--- src/rtl/sum_accumulator_pkg.sv ---
// Shared definitions for the sum accumulator: FSM encoding, default widths and a
// constant-evaluable ceiling log2.
package sum_accumulator_pkg;

    typedef enum logic {
        ST_ACCUM = 1'b0,
        ST_HOLD  = 1'b1
    } state_t;

    localparam int ADD_IN_W  = 9;
    localparam int ADD_ACC_W = 13;

    function automatic int clog2(input int v);
        int r;
        r = 0;
        for (int i = 0; i < 31; i++) begin
            if ((1 << i) < v) r = i + 1;
        end
        return r;
    endfunction

endpackage

--- src/rtl/sum_accumulator_add_nbit.sv ---
// W-bit ripple-carry adder built from full-adder cells, carry-in tied low.
// Purely combinational; the carry out is exposed so callers can ignore it explicitly.
module fa (
    input  logic a,
    input  logic b,
    input  logic ci,
    output logic s,
    output logic co
);
    assign s  = a ^ b ^ ci;
    assign co = (a & b) | (ci & (a ^ b));
endmodule

module add_nbit #(
    parameter int W = 13
) (
    input  logic [W-1:0] a,
    input  logic [W-1:0] b,
    output logic [W-1:0] sum,
    output logic         cout
);
    logic [W:0] carry;

    assign carry[0] = 1'b0;

    for (genvar i = 0; i < W; i++) begin : g_bit
        fa u_fa (
            .a  (a[i]),
            .b  (b[i]),
            .ci (carry[i]),
            .s  (sum[i]),
            .co (carry[i+1])
        );
    end

    assign cout = carry[W];
endmodule

--- src/rtl/sum_accumulator.sv ---
// Accumulates NUM_TERMS input sums per frame and presents the total one cycle after the last beat;
// while a total is pending (HOLD) in_ready is low, and in ACCUM clear drops in_ready and the partial total.
module sum_accumulator
    import sum_accumulator_pkg::*;
#(
    parameter int IN_W      = ADD_IN_W,
    parameter int NUM_TERMS = 16,
    parameter int ACC_W     = ADD_ACC_W
) (
    input  logic             clk,
    input  logic             rst,
    input  logic             clear,
    input  logic             in_valid,
    input  logic [IN_W-1:0]  in_data,
    output logic             in_ready,
    output logic             out_valid,
    output logic [ACC_W-1:0] out_data,
    input  logic             out_ready,
    output logic             busy
);
    localparam int CNT_W = clog2(NUM_TERMS);

    state_t           state;
    logic [ACC_W-1:0] acc;
    logic [ACC_W-1:0] addend;
    logic [ACC_W-1:0] sum;
    logic [CNT_W-1:0] cnt;
    logic             beat;
    logic             last;
    logic             unused_co;

    assign in_ready = (state == ST_ACCUM) && !clear;
    assign beat     = in_valid && in_ready;
    assign last     = (cnt == CNT_W'(NUM_TERMS - 1));
    assign busy     = (cnt != '0) || out_valid;

    // Gate the addend so an undriven in_data between beats never reaches the adder.
    assign addend = beat ? {{(ACC_W - IN_W){1'b0}}, in_data} : '0;

    add_nbit #(.W(ACC_W)) u_add (
        .a    (acc),
        .b    (addend),
        .sum  (sum),
        .cout (unused_co)
    );

    always_ff @(posedge clk or posedge rst) begin
        if (rst) begin
            state     <= ST_ACCUM;
            acc       <= '0;
            cnt       <= '0;
            out_valid <= 1'b0;
            out_data  <= '0;
        end else begin
            case (state)
                ST_ACCUM: begin
                    if (clear) begin
                        acc <= '0;
                        cnt <= '0;
                    end else if (beat) begin
                        if (last) begin
                            out_data  <= sum;
                            out_valid <= 1'b1;
                            acc       <= '0;
                            cnt       <= '0;
                            state     <= ST_HOLD;
                        end else begin
                            acc <= sum;
                            cnt <= cnt + 1'b1;
                        end
                    end
                end
                ST_HOLD: begin
                    if (out_ready) begin
                        out_valid <= 1'b0;
                        state     <= ST_ACCUM;
                    end
                end
            endcase
        end
    end
endmodule

--- config.mk ---
export PLATFORM = sky130hd
export DESIGN_NAME = sum_accumulator
export DESIGN_NICKNAME = d
export VERILOG_FILES = /design/src/rtl/sum_accumulator_pkg.sv /design/src/rtl/sum_accumulator_add_nbit.sv /design/src/rtl/sum_accumulator.sv
export SDC_FILE = /design/constraint.sdc
export NUM_CORES = 1
export LEC_CHECK = 0
export CAP_MARGIN = 20
export CORE_ASPECT_RATIO = 1.75
export CORE_MARGIN = 1.5
export CORE_UTILIZATION = 54
export CTS_BUF_LIST = sky130_fd_sc_hd__clkbuf_8
export DETAILED_ROUTE_END_ITERATION = 6
export PLACE_DENSITY = 0.82
export SLEW_MARGIN = 20
export SYNTH_ARGS = -nofsm -noshare
export SYNTH_HDL_FRONTEND = slang
export SYNTH_HIERARCHICAL = 1
export SYNTH_SLANG_ARGS = --single-unit
--- constraint.sdc ---
create_clock -name clk -period 8.56 [get_ports clk]
set_clock_uncertainty 0.2 [all_clocks]
set_input_delay 0.856 -clock clk [delete_from_list [all_inputs] [get_ports clk]]
set_output_delay 0.856 -clock clk [all_outputs]
set_load 0.005 [all_outputs]
Word level (Yosys, flattened, before mapping)
Index checks and enable logic that the tools add are counted.
{"block": "totals", "out_inout_bits": 16, "elab_cells": 98, "regBits": 32}
{"block": "op_classes", "muxes": 17, "n_reduce_logical": 9, "bitwise_logic": 61, "addsub": 1, "n_eq_ne": 5}
{"op": "two-way mux 13 bit", "count": 3}
{"op": "XOR 1 bit", "count": 21}
{"op": "AND 1 bit", "count": 20}
{"op": "two-way mux 4 bit", "count": 3}
{"op": "OR 1 bit", "count": 11}
{"op": "two-way mux 9 bit", "count": 1}
{"op": "two-way mux 1 bit", "count": 8}
{"op": "inequality test 2 bit, second input constant", "count": 4}
{"op": "AND reduction 4 bit", "count": 2}
{"op": "adder 4 x 1 -> 4 bit, second input constant", "count": 1}
{"op": "== test 4 bit, second input constant", "count": 1}
{"op": "case mux 1 bit (2 select lines)", "count": 2}
{"op": "nonzero test 4 bit", "count": 1}
{"op": "XOR 1 bit, second input constant", "count": 4}
{"op": "AND 1 bit, second input constant", "count": 3}
{"op": "logical AND 1 bit", "count": 2}
{"op": "inverter 1 bit", "count": 2}
{"op": "AND reduction 2 bit", "count": 1}
{"op": "nonzero test 2 bit", "count": 1}
{"op": "zero test 1 bit", "count": 1}
{"op": "logical OR 1 bit", "count": 1}

Logic depth before layout (Yosys ltp)
{"block": "logic_depth", "ltp_word": 31, "mapped_depth": 17}

Cells and area by module
Netlist, hierarchy kept.
{"module": "sum_accumulator", "cells_each": 104, "n_inst": 1, "area_per_inst_um2": 1410.1}
{"module": "fa", "cells_each": 1, "n_inst": 13, "area_per_inst_um2": 20.0}
{"module": "add_nbit", "cells_each": 1, "n_inst": 1, "area_per_inst_um2": 3.8}

Least setup slack after synthesis
No wires, ideal clock.
{"block": "synth_path", "path_type": "in2reg", "start": "in in_valid", "end": "reg out_data[12]", "t_required_ns": 8.235, "setup_slack_ns": 1.623, "setup_ns": 0.125, "path_buffers": 1, "arrival_time_ns": 6.612, "cell_stages": 17, "path_cell_list": "nor3b_1 -> clkbuf_1 -> and2_1 -> fa_1 -> fa_1 -> fa_1 -> fa_1 -> fa_1 -> fa_1 -> fa_1 -> fa_1 -> fa_1 -> fa_1 -> fa_1 -> fa_1 -> fa_1 -> mux2_4"}
{"block": "synth_between", "elab_chain_cells": 26}
{"item": "start, declared", "line_no": "sum_accumulator.sv:13", "text": "input logic in_valid,"}
{"item": "logical AND 1 bit", "line_no": "sum_accumulator.sv:33", "text": "assign beat = in_valid && in_ready;"}
{"item": "two-way mux 9 bit", "line_no": "sum_accumulator.sv:38", "text": "assign addend = beat ? {{(ACC_W - IN_W){1'b0}}, in_data} : '0;"}
{"item": "named net addend[0]", "line_no": "sum_accumulator.sv:25", "text": "logic [ACC_W-1:0] addend;"}
{"item": "AND 1 bit", "line_no": "sum_accumulator_add_nbit.sv:11", "text": "assign co = (a & b) | (ci & (a ^ b));"}
{"item": "named net u_add.carry[1]", "line_no": "sum_accumulator_add_nbit.sv:22", "text": "logic [W:0] carry;"}
{"item": "AND 1 bit", "line_no": "sum_accumulator_add_nbit.sv:11"}
{"item": "OR 1 bit", "line_no": "sum_accumulator_add_nbit.sv:11"}
{"item": "named net u_add.carry[2]", "line_no": "sum_accumulator_add_nbit.sv:22"}
{"item": "[... 2 more ...]"}
{"item": "named net u_add.carry[3]", "line_no": "sum_accumulator_add_nbit.sv:22"}
{"item": "[... 2 more ...]"}
{"item": "named net u_add.carry[4]", "line_no": "sum_accumulator_add_nbit.sv:22"}
{"item": "[... 2 more ...]"}
{"item": "named net u_add.carry[5]", "line_no": "sum_accumulator_add_nbit.sv:22"}
{"item": "[... 2 more ...]"}
{"item": "named net u_add.carry[6]", "line_no": "sum_accumulator_add_nbit.sv:22"}
{"item": "[... 2 more ...]"}
{"item": "named net u_add.carry[7]", "line_no": "sum_accumulator_add_nbit.sv:22"}
{"item": "[... 2 more ...]"}
{"item": "named net u_add.carry[8]", "line_no": "sum_accumulator_add_nbit.sv:22"}
{"item": "[... 2 more ...]"}
{"item": "named net u_add.carry[9]", "line_no": "sum_accumulator_add_nbit.sv:22"}
{"item": "[... 2 more ...]"}
{"item": "named net u_add.carry[10]", "line_no": "sum_accumulator_add_nbit.sv:22"}
{"item": "AND 1 bit", "line_no": "sum_accumulator_add_nbit.sv:11"}
{"item": "OR 1 bit", "line_no": "sum_accumulator_add_nbit.sv:11"}
{"item": "named net u_add.carry[11]", "line_no": "sum_accumulator_add_nbit.sv:22"}
{"item": "AND 1 bit", "line_no": "sum_accumulator_add_nbit.sv:11"}
{"item": "OR 1 bit", "line_no": "sum_accumulator_add_nbit.sv:11"}
{"item": "named net u_add.carry[12]", "line_no": "sum_accumulator_add_nbit.sv:22"}
{"item": "XOR 1 bit", "line_no": "sum_accumulator_add_nbit.sv:10", "text": "assign s = a ^ b ^ ci;"}
{"item": "named net sum[12]", "line_no": "sum_accumulator.sv:26", "text": "logic [ACC_W-1:0] sum;"}
{"item": "end signal, assigned", "line_no": "sum_accumulator.sv:62", "text": "out_data <= sum;"}
{"item": "end, declared", "line_no": "sum_accumulator.sv:17", "text": "output logic [ACC_W-1:0] out_data,"}
The timed path passes the listed nets, and every way through them passes these cells.
A chain may end at the register's enable or synchronous reset.

Worst setup path in the final report
{"block": "layout_path", "start": "in clear", "end": "reg out_data[12]"}
{"block": "layout_between", "elab_chain_cells": 28}
{"item": "start, declared", "line_no": "sum_accumulator.sv:12", "text": "input logic clear,"}
{"item": "zero test 1 bit", "line_no": "sum_accumulator.sv:32", "text": "assign in_ready = (state == ST_ACCUM) && !clear;"}
{"item": "logical AND 1 bit", "line_no": "sum_accumulator.sv:32"}
{"item": "logical AND 1 bit", "line_no": "sum_accumulator.sv:33"}
{"item": "two-way mux 9 bit", "line_no": "sum_accumulator.sv:38"}
{"item": "named net addend[0]", "line_no": "sum_accumulator.sv:25"}
{"item": "AND 1 bit", "line_no": "sum_accumulator_add_nbit.sv:11"}
{"item": "named net u_add.carry[1]", "line_no": "sum_accumulator_add_nbit.sv:22"}
{"item": "AND 1 bit", "line_no": "sum_accumulator_add_nbit.sv:11"}
{"item": "[... 1 more ...]"}
{"item": "named net u_add.carry[2]", "line_no": "sum_accumulator_add_nbit.sv:22"}
{"item": "[... 2 more ...]"}
{"item": "named net u_add.carry[3]", "line_no": "sum_accumulator_add_nbit.sv:22"}
{"item": "[... 2 more ...]"}
{"item": "named net u_add.carry[4]", "line_no": "sum_accumulator_add_nbit.sv:22"}
{"item": "[... 2 more ...]"}
{"item": "named net u_add.carry[5]", "line_no": "sum_accumulator_add_nbit.sv:22"}
{"item": "[... 2 more ...]"}
{"item": "named net u_add.carry[6]", "line_no": "sum_accumulator_add_nbit.sv:22"}
{"item": "[... 2 more ...]"}
{"item": "named net u_add.carry[7]", "line_no": "sum_accumulator_add_nbit.sv:22"}
{"item": "[... 2 more ...]"}
{"item": "named net u_add.carry[8]", "line_no": "sum_accumulator_add_nbit.sv:22"}
{"item": "[... 2 more ...]"}
{"item": "named net u_add.carry[9]", "line_no": "sum_accumulator_add_nbit.sv:22"}
{"item": "[... 2 more ...]"}
{"item": "named net u_add.carry[10]", "line_no": "sum_accumulator_add_nbit.sv:22"}
{"item": "AND 1 bit", "line_no": "sum_accumulator_add_nbit.sv:11"}
{"item": "OR 1 bit", "line_no": "sum_accumulator_add_nbit.sv:11"}
{"item": "named net u_add.carry[11]", "line_no": "sum_accumulator_add_nbit.sv:22"}
{"item": "AND 1 bit", "line_no": "sum_accumulator_add_nbit.sv:11"}
{"item": "OR 1 bit", "line_no": "sum_accumulator_add_nbit.sv:11"}
{"item": "named net u_add.carry[12]", "line_no": "sum_accumulator_add_nbit.sv:22"}
{"item": "XOR 1 bit", "line_no": "sum_accumulator_add_nbit.sv:10"}
{"item": "named net sum[12]", "line_no": "sum_accumulator.sv:26"}
The timed path passes the listed nets, and every way through them passes these cells.

==> impl_results.md <==
* Inserted Diodes at 0
* Non-filler cells, final at 184
* Pwr Density at 158 nW/um^2
* Post-Syn Instances at 118
* Critical Path End Type: flop
* IO Port Bufs at 29
* Place WS at 0.981 ns
* CTS Sinks at 32
* Fmax achieved at 0.136 GHz
* Max VDD drop at 0.000106 V
* Cts repair resizes at 0
* Post-Syn Area at 1670 um^2
* FILL cells at 214
* Hold Buf Count CTS at 0
* Worst EP required at 8.52 ns
* RSZ-0062 raised after global routing: false
* Seq pwr share at 50.3%
* Min-delay src: out_data[10]
* Hpwl dp at 2300 um
* Post-synth EDFFs at 0
* Post-synthesis async set-or-reset flop share at 100%
* GR Overflow Total at 0
* WS Path Type: in -> reg
* Global-route wire length before repair at 5410 um
* Worst-path maximum fanout at 6
* Overall routing resource usage at 22.1%
* Clock-pin slew on the worst setup and hold paths at 0.06 ns
* Crit path DAT at 7.31 ns
* # placed instances at 176
* DRT Pass-1 Iters at 4
* Die H at 76.7 um
* Core area at 2930 um^2
* Worst setup SP type: primary input
* Setup TNS at 0 ns
* Latest clock arrival within the worst-skew pair at 0.28 ns
* Hold path cells at 1
* Internal power at 249 uW
* Routability cong. at 0.847
* Placed cell area at 1990 um^2
* Post-route cell area at 2090 um^2
* Synth-to-Final Area Change at 24.7%
* # setup viols final at 0
* Reg2Reg Setup Slack at 1.93 ns
* Post-CTS setup buffer count at 0
* Num ports at 30
* Total chip power at 329 uW
* Rows at 26
* CTS tree: built
* P_sw at 79.9 uW
* Status: complete, no violations
* Switching share of total power at 24.3%
* Clock Path Buffers at 2
* Ys Warns at 6
* Seq/Total Area, Yosys at 47.8%
* DIE WIDTH at 45.1 um
* Final worst slack at 1.21 ns
* Endpoint, Worst Hold: out_data[10]
* Die ar. at 3460 um^2
* Pins over their slew limit at 0
* Finished Core Util at 71.3%
* R2R Path End: out_data[12]
* Final WL at 3220 um
* Drt first-iter violations at 20
* Final Hold Fails at 0
* Total number of vias at 1070
* DRC viols at 0
* Nets at 184
* Clock Power Share at 34.7%
* Number of global-route vias before repair at 1142
* CTS Root Cell: clkbuf_8
* #FFs+latches synth at 32
* Share of cells above drive strength 1 at 17.9%
* Antenna violations before repair at 0
* Max-Slew Margin vs Limit at 53.2%
* Hold WS at 0.305 ns
* Combinational power share at 15.0%
* Period utilisation layout at 85.8%
* Leak at 1.01 nW
* Mean Syn Cell Area at 14.2 um^2
* CTS buffer count at 5
* Post-synth cell types at 29
* Antenna Nets Post-Route at 0
* Max Cap Viol at 0
* H-Tree Depth at 2
* Worst R2R Path Depth at 16
* Starting Density at 57.2%
* Ys flop type: dfrtp_1
* Worst slew pin tran at 0.701 ns
* Worst reg2reg path startpoint: state
* Drt wl/cell at 17.5 um
* Final Critical Period at 7.35 ns
* Worst min path class: reg -> reg
* Largest net degree at the start of global routing at 33
* Vias per Instance at 5.82
-- worst max path at each step --
stage / slack, ns / startpoint / to / cells past startpoint
global placement: 1.06 / clear / out_data[12] / 17
finish: 1.21 / clear / out_data[12] / 17
floorplan: 1.62 / in_valid / out_data[12] / 17
global route: 0.99 / clear / out_data[12] / 17
detailed placement: 0.98 / clear / out_data[12] / 17
CTS: 1.25 / clear / out_data[12] / 17
-- cell usage in the layout (no fill, tap or decap), types with 5 or more instances in the layout --
master           Yosys  final
a22o_1              13     13
clkbuf_8             0      6
mux2_4               9      9
clkdlybuf4s50_1      0     29
fa_1                13     13
inv_1                5      7
dfrtp_1             32     32
conb_1               2      5
and2_1              10     10
-- worst max-delay path: stages --
cell             delay [ns]
clkdlybuf4s50_1        0.58
nor3b_1                0.14
and2_1                 0.19
fa_1                   0.40
fa_1                   0.40
fa_1                   0.41
fa_1                   0.42
fa_1                   0.40
fa_1                   0.39
fa_1                   0.39
fa_1                   0.40
fa_1                   0.39
fa_1                   0.38
fa_1                   0.40
fa_1                   0.41
fa_1                   0.46
mux2_4                 0.27
-- cell usage after synthesis (all sizes together) (2+ instances only) --
cell | instances | area (um^2)
a22o | 13 | 114
and2 | 10 | 62.6
buf | 2 | 25.0
clkbuf | 2 | 7.51
conb | 2 | 7.51
dfrtp | 32 | 801
fa | 13 | 260
ha | 2 | 25.0
inv | 5 | 18.8
mux2 | 13 | 180
nand2 | 4 | 15.0
nand3 | 2 | 22.5
nor2 | 2 | 23.8
nor2b | 2 | 12.5
o21ai | 4 | 20.0
-- layer usage --
metal | GRT usage (%) | wire length (um) | vias up
li1 | - | - | 475
met1 | 27.6 | 1270 | 559
met2 | 34.7 | 1760 | 29
met3 | 5.18 | 112 | 7
met4 | 11.2 | 73 | 0
met5 | 0 | 0 | -
-- kinds of logic after synthesis --
kind of cell / after synthesis / share of synthesized area, %
AO/OA/AOI/OAI: 23 / 10.6
adder cells (fa/ha/maj): 15 / 17.0
other: 2 / 0.449
flip-flops: 32 / 47.8
buffers and inverters: 9 / 3.06
AND/OR/NAND/NOR: 24 / 10.2
multiplexers: 13 / 10.8
-- power by group through the flow --
stage	sequential [mW]	clock, mW	combinational, mW
6_report	0.165	0.114	0.0493
5_1_grt	0.166	0.123	0.0550
4_1_cts	0.165	0.119	0.0497
3_5_place_dp	0.168	0	0.0488
3_3_place_gp	0.168	0	0.0462
2_1_floorplan	0.167	0	0.0278
-- registers in the layout, summed over array words and instances, names as in the netlist --
register,cells
state,1
out_valid,1
acc,13
cnt,4
out_data,13
-- area by class of cell --
type                            count  area [um^2]  share of cell area [%]
Clock buffer                        6         82.6                    3.96
Clock inverter                      2         7.51                   0.360
Inverter                            5         18.8                   0.899
Multi-Input combinational cell     80          837                    40.1
Sequential cell                    32          801                    38.4
Tap cell                           28         35.0                    1.68
Timing Repair Buffer               31          305                    14.6
Note: power is estimated with default switching activity, not from simulation.
